<file path="config.mk">
export PLATFORM = sky130hd
export DESIGN_NAME = alarm_clock_ctrl
export DESIGN_NICKNAME = d
export VERILOG_FILES = /design/src/rtl/alarm_pkg.sv /design/src/rtl/btn_pulse.sv /design/src/rtl/alarm_clock_ctrl.sv
export SDC_FILE = /design/constraint.sdc
export NUM_CORES = 1
export LEC_CHECK = 0
export CAP_MARGIN = 10
export CORE_ASPECT_RATIO = 0.8
export CORE_MARGIN = 2
export CORE_UTILIZATION = 55
export CTS_BUF_LIST = sky130_fd_sc_hd__clkbuf_2 sky130_fd_sc_hd__clkbuf_4 sky130_fd_sc_hd__clkbuf_8
export DETAILED_ROUTE_END_ITERATION = 8
export PLACE_DENSITY_LB_ADDON = 0.15
export SLEW_MARGIN = 30
export SYNTH_ARGS = -nofsm -noshare
export SYNTH_HDL_FRONTEND = slang
export SYNTH_HIERARCHICAL = 1
export SYNTH_SLANG_ARGS = --single-unit
</file>
<file path="constraint.sdc">
create_clock -name clk -period 2.47 [get_ports clk]
set_clock_uncertainty 0.05 [all_clocks]
set_input_delay 0.494 -clock clk [delete_from_list [all_inputs] [get_ports clk]]
set_output_delay 0.494 -clock clk [all_outputs]
set_load 0.1 [all_outputs]
</file>
<file path="src/rtl/alarm_pkg.sv">
// Shared types, BCD limits and the 7-segment table for the alarm-clock controller.
package alarm_pkg;

   typedef enum logic {RUN = 1'b0, RING = 1'b1} state_t;

   localparam logic [7:0] HOUR_MAX = 8'h23;
   localparam logic [7:0] MIN_MAX  = 8'h59;
   localparam logic [7:0] SEC_MAX  = 8'h59;

   // Active-low segments ordered {g,f,e,d,c,b,a}
   localparam logic [6:0] SEG [0:9] = '{
      7'b1000000, 7'b1111001, 7'b0100100, 7'b0110000, 7'b0011001,
      7'b0010010, 7'b0000010, 7'b1111000, 7'b0000000, 7'b0010000
   };

   function automatic logic [6:0] seg_enc(input logic [3:0] d);
      seg_enc = 7'b1111111;
      for (int i = 0; i < 10; i++)
         if (d == 4'(i)) seg_enc = SEG[i];
   endfunction

   // Two-digit BCD increment that wraps to 00 after max
   function automatic logic [7:0] bcd_inc(input logic [7:0] v, input logic [7:0] max);
      if (v == max)
         bcd_inc = 8'h00;
      else if (v[3:0] == 4'd9)
         bcd_inc = {v[7:4] + 4'd1, 4'd0};
      else
         bcd_inc = {v[7:4], v[3:0] + 4'd1};
   endfunction

endpackage

</file>
<file path="src/rtl/btn_pulse.sv">
// Push-button front end: 2-FF synchroniser, stability debounce, one-cycle pulse on press.
module btn_pulse #(
   parameter int DEBOUNCE_CYC = 500_000
) (
   input  logic clk,
   input  logic reset,
   input  logic btn,
   output logic press
);

   localparam int CW = $clog2(DEBOUNCE_CYC + 1);
   localparam logic [CW-1:0] RELOAD = CW'(DEBOUNCE_CYC - 1);

   logic sync1, sync2, stable, stable_q;
   logic [CW-1:0] cnt;

   always_ff @(posedge clk) begin
      if (reset) begin
         sync1    <= 1'b1;
         sync2    <= 1'b1;
         stable   <= 1'b1;
         stable_q <= 1'b1;
         cnt      <= RELOAD;
      end else begin
         sync1    <= btn;
         sync2    <= sync1;
         stable_q <= stable;
         // Any return to the accepted level restarts the stability window
         if (sync2 == stable) begin
            cnt <= RELOAD;
         end else if (cnt == '0) begin
            stable <= sync2;
            cnt    <= RELOAD;
         end else begin
            cnt <= cnt - 1'b1;
         end
      end
   end

   assign press = stable_q & ~stable;

endmodule

</file>
<file path="src/rtl/alarm_clock_ctrl.sv">
// Alarm clock sequencer: prescaler, BCD time/alarm counters, ring FSM and digit drive.
//   state | meaning
//   RUN   | idle, buzzer off, button edits allowed
//   RING  | alarm sounding 1 s on / 1 s off, edits ignored
module alarm_clock_ctrl
   import alarm_pkg::*;
#(
   parameter int CLK_HZ       = 50_000_000,
   parameter int DEBOUNCE_CYC = 500_000,
   parameter int RING_MAX_S   = 60,
   parameter int ALARM_RST_H  = 6
) (
   input  logic       clk,
   input  logic       reset,
   input  logic       btnhora,
   input  logic       btnmin,
   input  logic       btnapagar,
   input  logic       swinicio,
   input  logic       swmodo,
   output logic [6:0] hora1,
   output logic [6:0] hora2,
   output logic [6:0] min1,
   output logic [6:0] min2,
   output logic       buzzer
);

   localparam int PW = $clog2(CLK_HZ + 1);
   localparam int RW = $clog2(RING_MAX_S + 1);
   localparam logic [PW-1:0] PRESC_LOAD = PW'(CLK_HZ - 1);
   localparam logic [RW-1:0] RING_LAST  = RW'(RING_MAX_S - 1);
   localparam logic [7:0] ALARM_RST_BCD = 8'(((ALARM_RST_H / 10) << 4) + (ALARM_RST_H % 10));

   logic hora_p, min_p, apagar_p;
   logic [PW-1:0] presc;
   logic [7:0] t_hour, t_min, t_sec, a_hour, a_min;
   logic [7:0] hour_n, min_n, sec_n, disp_h, disp_m;
   logic sec_tick, sec_wrap, min_wrap, match;
   logic edit_ok, edit_time, edit_alarm;
   state_t state;
   logic [RW-1:0] ring_cnt;

   btn_pulse #(.DEBOUNCE_CYC(DEBOUNCE_CYC)) u_hora   (.clk(clk), .reset(reset), .btn(btnhora),   .press(hora_p));
   btn_pulse #(.DEBOUNCE_CYC(DEBOUNCE_CYC)) u_min    (.clk(clk), .reset(reset), .btn(btnmin),    .press(min_p));
   btn_pulse #(.DEBOUNCE_CYC(DEBOUNCE_CYC)) u_apagar (.clk(clk), .reset(reset), .btn(btnapagar), .press(apagar_p));

   assign sec_tick = swinicio && (presc == '0);
   assign sec_wrap = (t_sec == SEC_MAX);
   assign min_wrap = (t_min == MIN_MAX);
   assign sec_n    = bcd_inc(t_sec, SEC_MAX);
   assign min_n    = sec_wrap ? bcd_inc(t_min, MIN_MAX) : t_min;
   assign hour_n   = (sec_wrap && min_wrap) ? bcd_inc(t_hour, HOUR_MAX) : t_hour;
   // Compare against the post-carry time so the ring starts exactly at HH:MM:00
   assign match    = sec_tick && sec_wrap && (hour_n == a_hour) && (min_n == a_min);

   assign edit_ok    = (state == RUN);
   assign edit_alarm = edit_ok && swmodo;
   assign edit_time  = edit_ok && !swmodo && !swinicio;

   always_ff @(posedge clk) begin
      if (reset) begin
         presc  <= PRESC_LOAD;
         t_sec  <= 8'h00;
         t_min  <= 8'h00;
         t_hour <= 8'h00;
         a_hour <= ALARM_RST_BCD;
         a_min  <= 8'h00;
      end else begin
         if (edit_time && min_p) begin
            t_min <= bcd_inc(t_min, MIN_MAX);
            t_sec <= 8'h00;
            presc <= PRESC_LOAD;
         end else if (swinicio) begin
            if (sec_tick) begin
               presc  <= PRESC_LOAD;
               t_sec  <= sec_n;
               t_min  <= min_n;
               t_hour <= hour_n;
            end else begin
               presc <= presc - 1'b1;
            end
         end
         if (edit_time && hora_p)  t_hour <= bcd_inc(t_hour, HOUR_MAX);
         if (edit_alarm && hora_p) a_hour <= bcd_inc(a_hour, HOUR_MAX);
         if (edit_alarm && min_p)  a_min  <= bcd_inc(a_min, MIN_MAX);
      end
   end

   always_ff @(posedge clk) begin
      if (reset) begin
         state    <= RUN;
         ring_cnt <= '0;
         buzzer   <= 1'b0;
      end else begin
         case (state)
            RUN: begin
               buzzer <= 1'b0;
               if (match && !apagar_p) begin
                  state    <= RING;
                  ring_cnt <= '0;
                  buzzer   <= 1'b1;
               end
            end
            RING: begin
               if (apagar_p) begin
                  state  <= RUN;
                  buzzer <= 1'b0;
               end else if (sec_tick) begin
                  ring_cnt <= ring_cnt + 1'b1;
                  if (ring_cnt == RING_LAST) begin
                     state  <= RUN;
                     buzzer <= 1'b0;
                  end else begin
                     // next count is even exactly when the current one is odd
                     buzzer <= ring_cnt[0];
                  end
               end
            end
            default: begin
               state  <= RUN;
               buzzer <= 1'b0;
            end
         endcase
      end
   end

   assign disp_h = swmodo ? a_hour : t_hour;
   assign disp_m = swmodo ? a_min  : t_min;

   always_ff @(posedge clk) begin
      if (reset) begin
         hora1 <= SEG[0];
         hora2 <= SEG[0];
         min1  <= SEG[0];
         min2  <= SEG[0];
      end else begin
         hora1 <= seg_enc(disp_h[7:4]);
         hora2 <= seg_enc(disp_h[3:0]);
         min1  <= seg_enc(disp_m[7:4]);
         min2  <= seg_enc(disp_m[3:0]);
      end
   end

endmodule

</file>
* Word level (Yosys, flattened, before mapping)
Cells that the tools add are included.
W data, S select, Z words.
** Storage, ports and cells
- Flip-flop bits (word level) :: 171
- Bits of input ports :: 7
- Output and inout port bits :: 29
- Word-level logic and storage cells :: 265
** Cells by class
- $add $sub $neg :: 15
- Equal/unequal tests :: 57
- Muxes and demuxes :: 75
- Bitwise gates (word level) :: 10
- Reduce and logical (&&, ||, !) cells :: 61
** Operators with widths (count)
- $mux W7 :: 36
- $mux W8 :: 21
- $eq A4 B3 Y1 const B :: 16
- $logic_not A19 Y1 :: 3
- $sub A19 B1 Y19 const B :: 3
- $eq A4 B4 Y1 const B :: 13
- $mux W6 :: 7
- $add A4 B1 Y4 const B :: 10
- $eq A4 B2 Y1 const B :: 8
- $reduce_or A8 Y1 :: 4
- $logic_not A26 Y1 :: 1
- $mux W26 :: 1
- $sub A26 B1 Y26 const B :: 1
- $eq A8 B7 Y1 const B :: 3
- $reduce_or A6 Y1 :: 4
- $reduce_or A3 Y1 :: 7
- $eq A4 B1 Y1 const B :: 4
- $eq A8 B6 Y1 const B :: 2
- $eq A8 B8 Y1 :: 2
- $logic_not A4 Y1 :: 4
- $reduce_or A4 Y1 :: 4
- $reduce_and A2 Y1 :: 7
- $reduce_bool A2 Y1 :: 7
- $logic_and A1 B1 Y1 :: 13
- 14 further kinds :: 37

* Longest topological paths before layout
- Depth in word-level cells :: 12
- Mapped depth :: 10
- Mapped depth without buffers :: 9

* By module
Netlist, hierarchy kept.
** Modules (own cells, without submodules)
- alarm_clock_ctrl :: times used 1, cells each 713, area an instance 5908.2 µm², seq. area each 2042.0 µm²
- btn_pulse (u_apagar) :: times used 1, cells each 109, area an instance 1053.5 µm², seq. area each 460.4 µm²
- btn_pulse (u_hora) :: times used 1, cells each 105, area an instance 992.2 µm², seq. area each 460.4 µm²
- btn_pulse (u_min) :: times used 1, cells each 105, area an instance 973.4 µm², seq. area each 460.4 µm²

* Worst setup path after synthesis
OpenSTA, ideal clock, no wires.
- Path type :: reg2reg
- Start point :: reg t_min[0]
- End point :: reg state
- Library setup time :: 57 ps
- Data arrival time :: 2422 ps
- Data required time :: 2363 ps
- Path slack :: -60 ps
- Stages on the path, launching flop included :: 10
- Buffers on the path :: 1
- Clock period less this slack :: 2530 ps
- Cell sequence :: dfxtp_1 > ha_1 > nand3b_1 > buf_2 > nor3_1 > a311oi_1 > nor4_1 > o2111ai_1 > nor4_4 > o21ba_2
** Between the ends
- Cells in the longest elaborated chain, start to end :: 9
- Elaborated cells on any way between the ends :: 15
- Those cells by class :: add/sub: 1; eq/ne: 4; mux: 6; reduce/logical: 4
** RTL lines
- start, declared :: RTL line alarm_clock_ctrl.sv:35 : logic [7:0] t_hour, t_min, t_sec, a_hour, a_min;
- start signal, assigned :: RTL line alarm_clock_ctrl.sv:69 : t_min <= bcd_inc(t_min, MIN_MAX);
- start signal, assigned :: RTL line alarm_clock_ctrl.sv:76 : t_min <= min_n;
- $add A4 B1 Y4 (tied with other cells) :: RTL line alarm_pkg.sv:29 : bcd_inc = {v[7:4], v[3:0] + 4'd1};
- $mux W8 / $logic_and A1 B1 Y1 (equally long branches) :: RTL line alarm_pkg.sv:26, alarm_clock_ctrl.sv:51
- $mux W8 (on tied branches)
- $mux W8 / $eq A8 B8 Y1 (equally long branches) :: RTL line alarm_clock_ctrl.sv:50, alarm_clock_ctrl.sv:53
- $eq A8 B8 Y1 / $logic_and A1 B1 Y1 (equally long branches) :: RTL line alarm_clock_ctrl.sv:53 : assign match = sec_tick && sec_wrap && (hour_n == a_hour) && (min_n == a_min);
- $logic_and A1 B1 Y1 (*) :: RTL line alarm_clock_ctrl.sv:53
- $logic_and A1 B1 Y1 (*) :: RTL line alarm_clock_ctrl.sv:97 : if (match && !apagar_p) begin
- $mux W1 (*) :: RTL line alarm_clock_ctrl.sv:97
- $pmux W1 S2 (*) :: RTL line alarm_clock_ctrl.sv:94 : case (state)
- end signal, assigned :: RTL line alarm_clock_ctrl.sv:90 : state <= RUN;
- end signal, assigned :: RTL line alarm_clock_ctrl.sv:98 : state <= RING;
- end signal, assigned :: RTL line alarm_clock_ctrl.sv:105 : state <= RUN;
- end, declared :: RTL line alarm_clock_ctrl.sv:39 : state_t state;
Every way passes the cells marked *; elsewhere a longest branch is shown, timed or not.
A chain may end at the register's enable or synchronous reset.

* Worst setup path after layout
- Start point :: reg t_sec[0]
- End point :: reg state
** Between the ends
- Cells in the longest elaborated chain, start to end :: 9
- Elaborated cells on any way between the ends :: 12
- Those cells by class :: eq/ne: 3; mux: 4; reduce/logical: 5
** RTL lines
- start, declared :: RTL line alarm_clock_ctrl.sv:35
- start signal, assigned :: RTL line alarm_clock_ctrl.sv:75 : t_sec <= sec_n;
- $eq A8 B7 Y1 (*) :: RTL line alarm_clock_ctrl.sv:47 : assign sec_wrap = (t_sec == SEC_MAX);
- $logic_and A1 B1 Y1 :: RTL line alarm_clock_ctrl.sv:51 : assign hour_n = (sec_wrap && min_wrap) ? bcd_inc(t_hour, HOUR_MAX) : t_hour;
- $mux W8 :: RTL line alarm_clock_ctrl.sv:51
- $eq A8 B8 Y1 :: RTL line alarm_clock_ctrl.sv:53
- $logic_and A1 B1 Y1 :: RTL line alarm_clock_ctrl.sv:53
- $logic_and A1 B1 Y1 (*) :: RTL line alarm_clock_ctrl.sv:53
- $logic_and A1 B1 Y1 (*) :: RTL line alarm_clock_ctrl.sv:97
- $mux W1 (*) :: RTL line alarm_clock_ctrl.sv:97
- $pmux W1 S2 (*) :: RTL line alarm_clock_ctrl.sv:94
Marks and branches as above.

==> impl_results.md <==
- Relative slew slack: 0.529
- Worst reg2reg startpoint: t_sec[0]$_SDFFE_PP0P_
- Sum Neg Setup Slack: -894 ps
- Layout fillers: between 1000 and 1500
- Synth Area in Adders: 0.0392
- H-tree lvl count: 4
- CTS Sinks: 171
- Dpl hpwl: 13900 um
- Post-synthesis simple-gate area fraction: 0.298
- First-pass DRT Iterations: 5
- Area contributors post-synth: dfxtp_1 (38%), nor2_1 (4.8%), xnor2_1 (4.3%)
- Routed length per instance: 14.0 um
- Clk pin slew, worst setup/hold paths: 90 ps
- Worst-path maximum fanout: 6
- Final Cycle Share: 1.06
- Crit path arrival time: 2970 ps
- Most common cell after layout, fill and taps aside: dfxtp_1
- Post-synth net total: 1067
- Die width: 146 um
- IO Port Bufs: 35
- Worst r2r dst: state$_SDFF_PP0_
- Final Power: 4.71 mW
- Main synth FF type: dfxtp_1
- Final hold slack: between 300 and 400 ps
- Core area: 0.0159 sq mm
- CTS tree: done
- Data required, critical path: 2830 ps
- Post-synth EDFFs: 0
- Number of synthesized register bits: 171
- Worst Tran Pin Value: 701 ps
- RSZ-0062 raised after global routing: true
- Wirelength, routed: 19600 um
- Syn-to-layout area delta: 22.6%
- Maximum root-to-sink buffer count: 2
- Pin count of the biggest net entering global routing: 50
- Worst-path cell chain: ha_4 -> nand3b_1 -> buf_4 -> nor4_1 -> a211oi_1 -> nor4_4 -> o2111ai_2 -> nor4_4 -> buf_4 -> o21ba_4
- Slowest stage cell, crit path: nor4_1
- Routed Antenna Nets: 0
- Crit path time final: 2620 ps
- WP buf/inv: 2
- Final Max Tran Viols: 0
- Layout Utilization: 0.690
- Root buffer cell: clkbuf_8
- First DRT Iteration DRCs: 416
- Worst Setup End Kind: flip-flop
- Via density per instance: 5.48
- Post-CTS Hold Fix Bufs: 0
- Post-synthesis sequential area ratio: 0.383
- DRC viols: 0
- Power Density: 430 mW/mm^2
- Final WS setup: -147 ps
- Max Clk Rate: 382 MHz
- Die extent in y: 118 um
- FP Rows: 41
- Netlist cell types: 79
- Final setup vio count: 8
- Commonest cells after routing, fill and taps aside: dfxtp_1 (162), buf_4 (151), nor2_1 (114)
- Hold Fails Final Rpt: 0
- Initial antenna violation count: 0
- Via count: between 7000 and 8000
- TritonCTS Buffers: 17
- Startpoint Class: flip-flop
- Number of diodes: 0
- Cell taking the most area after synthesis: dfxtp_1
- # Max-Cap Violations: 0
- Starting Density: 0.563
- Share of cells above drive strength 1: 0.247
- Main combinational cell family by area after synthesis: simple AND/OR/NAND/NOR gates
- Worst Hold End: u_min/sync2$_SDFF_PP1_
- Xor/xnor share of the synthesized area: 0.0824
- Setup Crit Path Kind: reg2reg
- CP peak stage delay: 410 ps
- Reg2Reg Depth: 10
- Global placer's final weighted congestion: around 0.95
- Hold Path Cell Cnt: 1
- Global-route wire length before repair: 33800 um
- Leak: ~4.3 nW
- Syn_area_per_cell: about 8.7 sq um
- Yosys warns: 6
- Failing checks: negative setup slack
- Mux share of post-synthesis cell area: 0.0289
- Peak supply drop: approximately 500 uV
- Cell Area, Synth: 0.00893 sq mm
- Die Area: 0.0173 sq mm
- Post-synthesis compound-gate area fraction: 0.131
- Status: finished, violations left
- Number of global-route vias before repair: approximately 7300
- IO Pins: 36
- Async SR Flop Fraction: 0
- Clk_lat worst skew: around 460 ps
- Setup slack, reg-to-reg: -150 ps
- All-Layer GR Usage: 0.234
- Share of the synthesized area in the top cell type: 0.383
- Hold Path Class: reg2reg
- CP delay by family, top: simple AND/OR/NAND/NOR gates
- Final Net Count: about 1200
- Gr ovfl total: 0
- Cells after synthesis: 1032
- Hold Crit Start: u_min/sync1$_SDFF_PP1_
[worst reg2reg max path: stages (launching register included)]
cell and delay (ps):
dfxtp_1 390, ha_4 160, nand3b_1 180, buf_4 220, nor4_1 410, a211oi_1 160
nor4_4 330, o2111ai_2 180, nor4_4 160, buf_4 180, o21ba_4 140
[timing repair]
action / 4_1_cts / 5_1_grt
endpoints found under the setup margin: 8 / 19
pin swaps: 14 / 25
resized for setup: 30 / 42
setup buffers: 5 / 8
[stage by stage]
stage	std cells	cell area, sq um	setup slack [ps]
floorplan	1032	8930	6.55
global placement	1364	10200	-163
detailed placement	1364	10200	-199
CTS	1399	10700	-26.6
global route	1405	10900	-245
finish	1405	10900	-147
[flip-flops by register name, indices dropped and copies added, names as in the netlist, 8 cells and up]
name	flops
a_hour	8
a_min	8
presc	26
t_hour	8
t_min	8
t_sec	8
u_apagar/cnt	19
u_hora/cnt	19
u_min/cnt	19
[cell usage after synthesis, types with 13 or more instances]
cell	n
a21oi_1	57
clkbuf_1	22
dfxtp_1	171
ha_1	28
inv_1	30
mux2i_1	19
nand2_1	96
nand2b_1	16
nand3_1	40
nand4_1	14
nor2_1	115
nor3_1	43
nor4_1	16
o21ai_0	47
or2_2	18
or3_1	13
xnor2_1	44
xor2_1	40
[cell type report]
class                   count  area (sq um)  area share
flip-flops and latches    171          3430       0.314
inverters                  30           113      0.0103
well taps                 215           269      0.0246
repair buffers            166          1310       0.119
multi-input cells         792          5480       0.500
clock buffers              19           255      0.0233
clock inverters            12          88.8     0.00812
[routing by layer]
metal | part of all wire | global-route usage | wire [um] | vias up
met2 | 0.44 | 0.372 | 8720 | 143
met5 | 0 | 0 | 0 | -
met3 | 0.044 | 0.0442 | 867 | 31
met4 | 0.019 | 0.0783 | 363 | 0
li1 | - | - | - | 3960
met1 | 0.49 | 0.320 | 9650 | 3565
[cells by family (layout without fill, tap and decap cells)]
group | count (synthesis) | after routing
xor+xnor | 84 | 84
simple gates | 472 | 472
flops | 171 | 171
mux | 25 | 25
fa+ha+maj | 28 | 28
compound gates | 183 | 183
buf+inv | 69 | 227
[worst max-delay path by stage]
| stage | startpoint | endpoint | depth (start not counted) |
|---|---|---|---|
| 2_1_floorplan | t_min[4]$_SDFFE_PP0P_ | state$_SDFF_PP0_ | 9 |
| 3_3_place_gp | swinicio | t_sec[7]$_SDFFE_PP0P_ | 9 |
| 3_5_place_dp | swinicio | t_min[7]$_SDFFE_PP0P_ | 10 |
| 4_1_cts | t_min[1]$_SDFFE_PP0P_ | ring_cnt[1]$_SDFFE_PP0P_ | 11 |
| 5_1_grt | t_sec[1]$_SDFFE_PP0P_ | state$_SDFF_PP0_ | 11 |
| 6_report | t_sec[0]$_SDFFE_PP0P_ | state$_SDFF_PP0_ | 10 |
[report_power, final]
group	switching, mW	leakage (nW)	total (mW)	internal (mW)
sequential	0.00842	1.39	2.78	2.77
clock	1.02	0.169	1.75	0.734
combinational	0.118	2.70	0.176	0.0577
No activity file was read; power rests on OpenSTA's default activity.
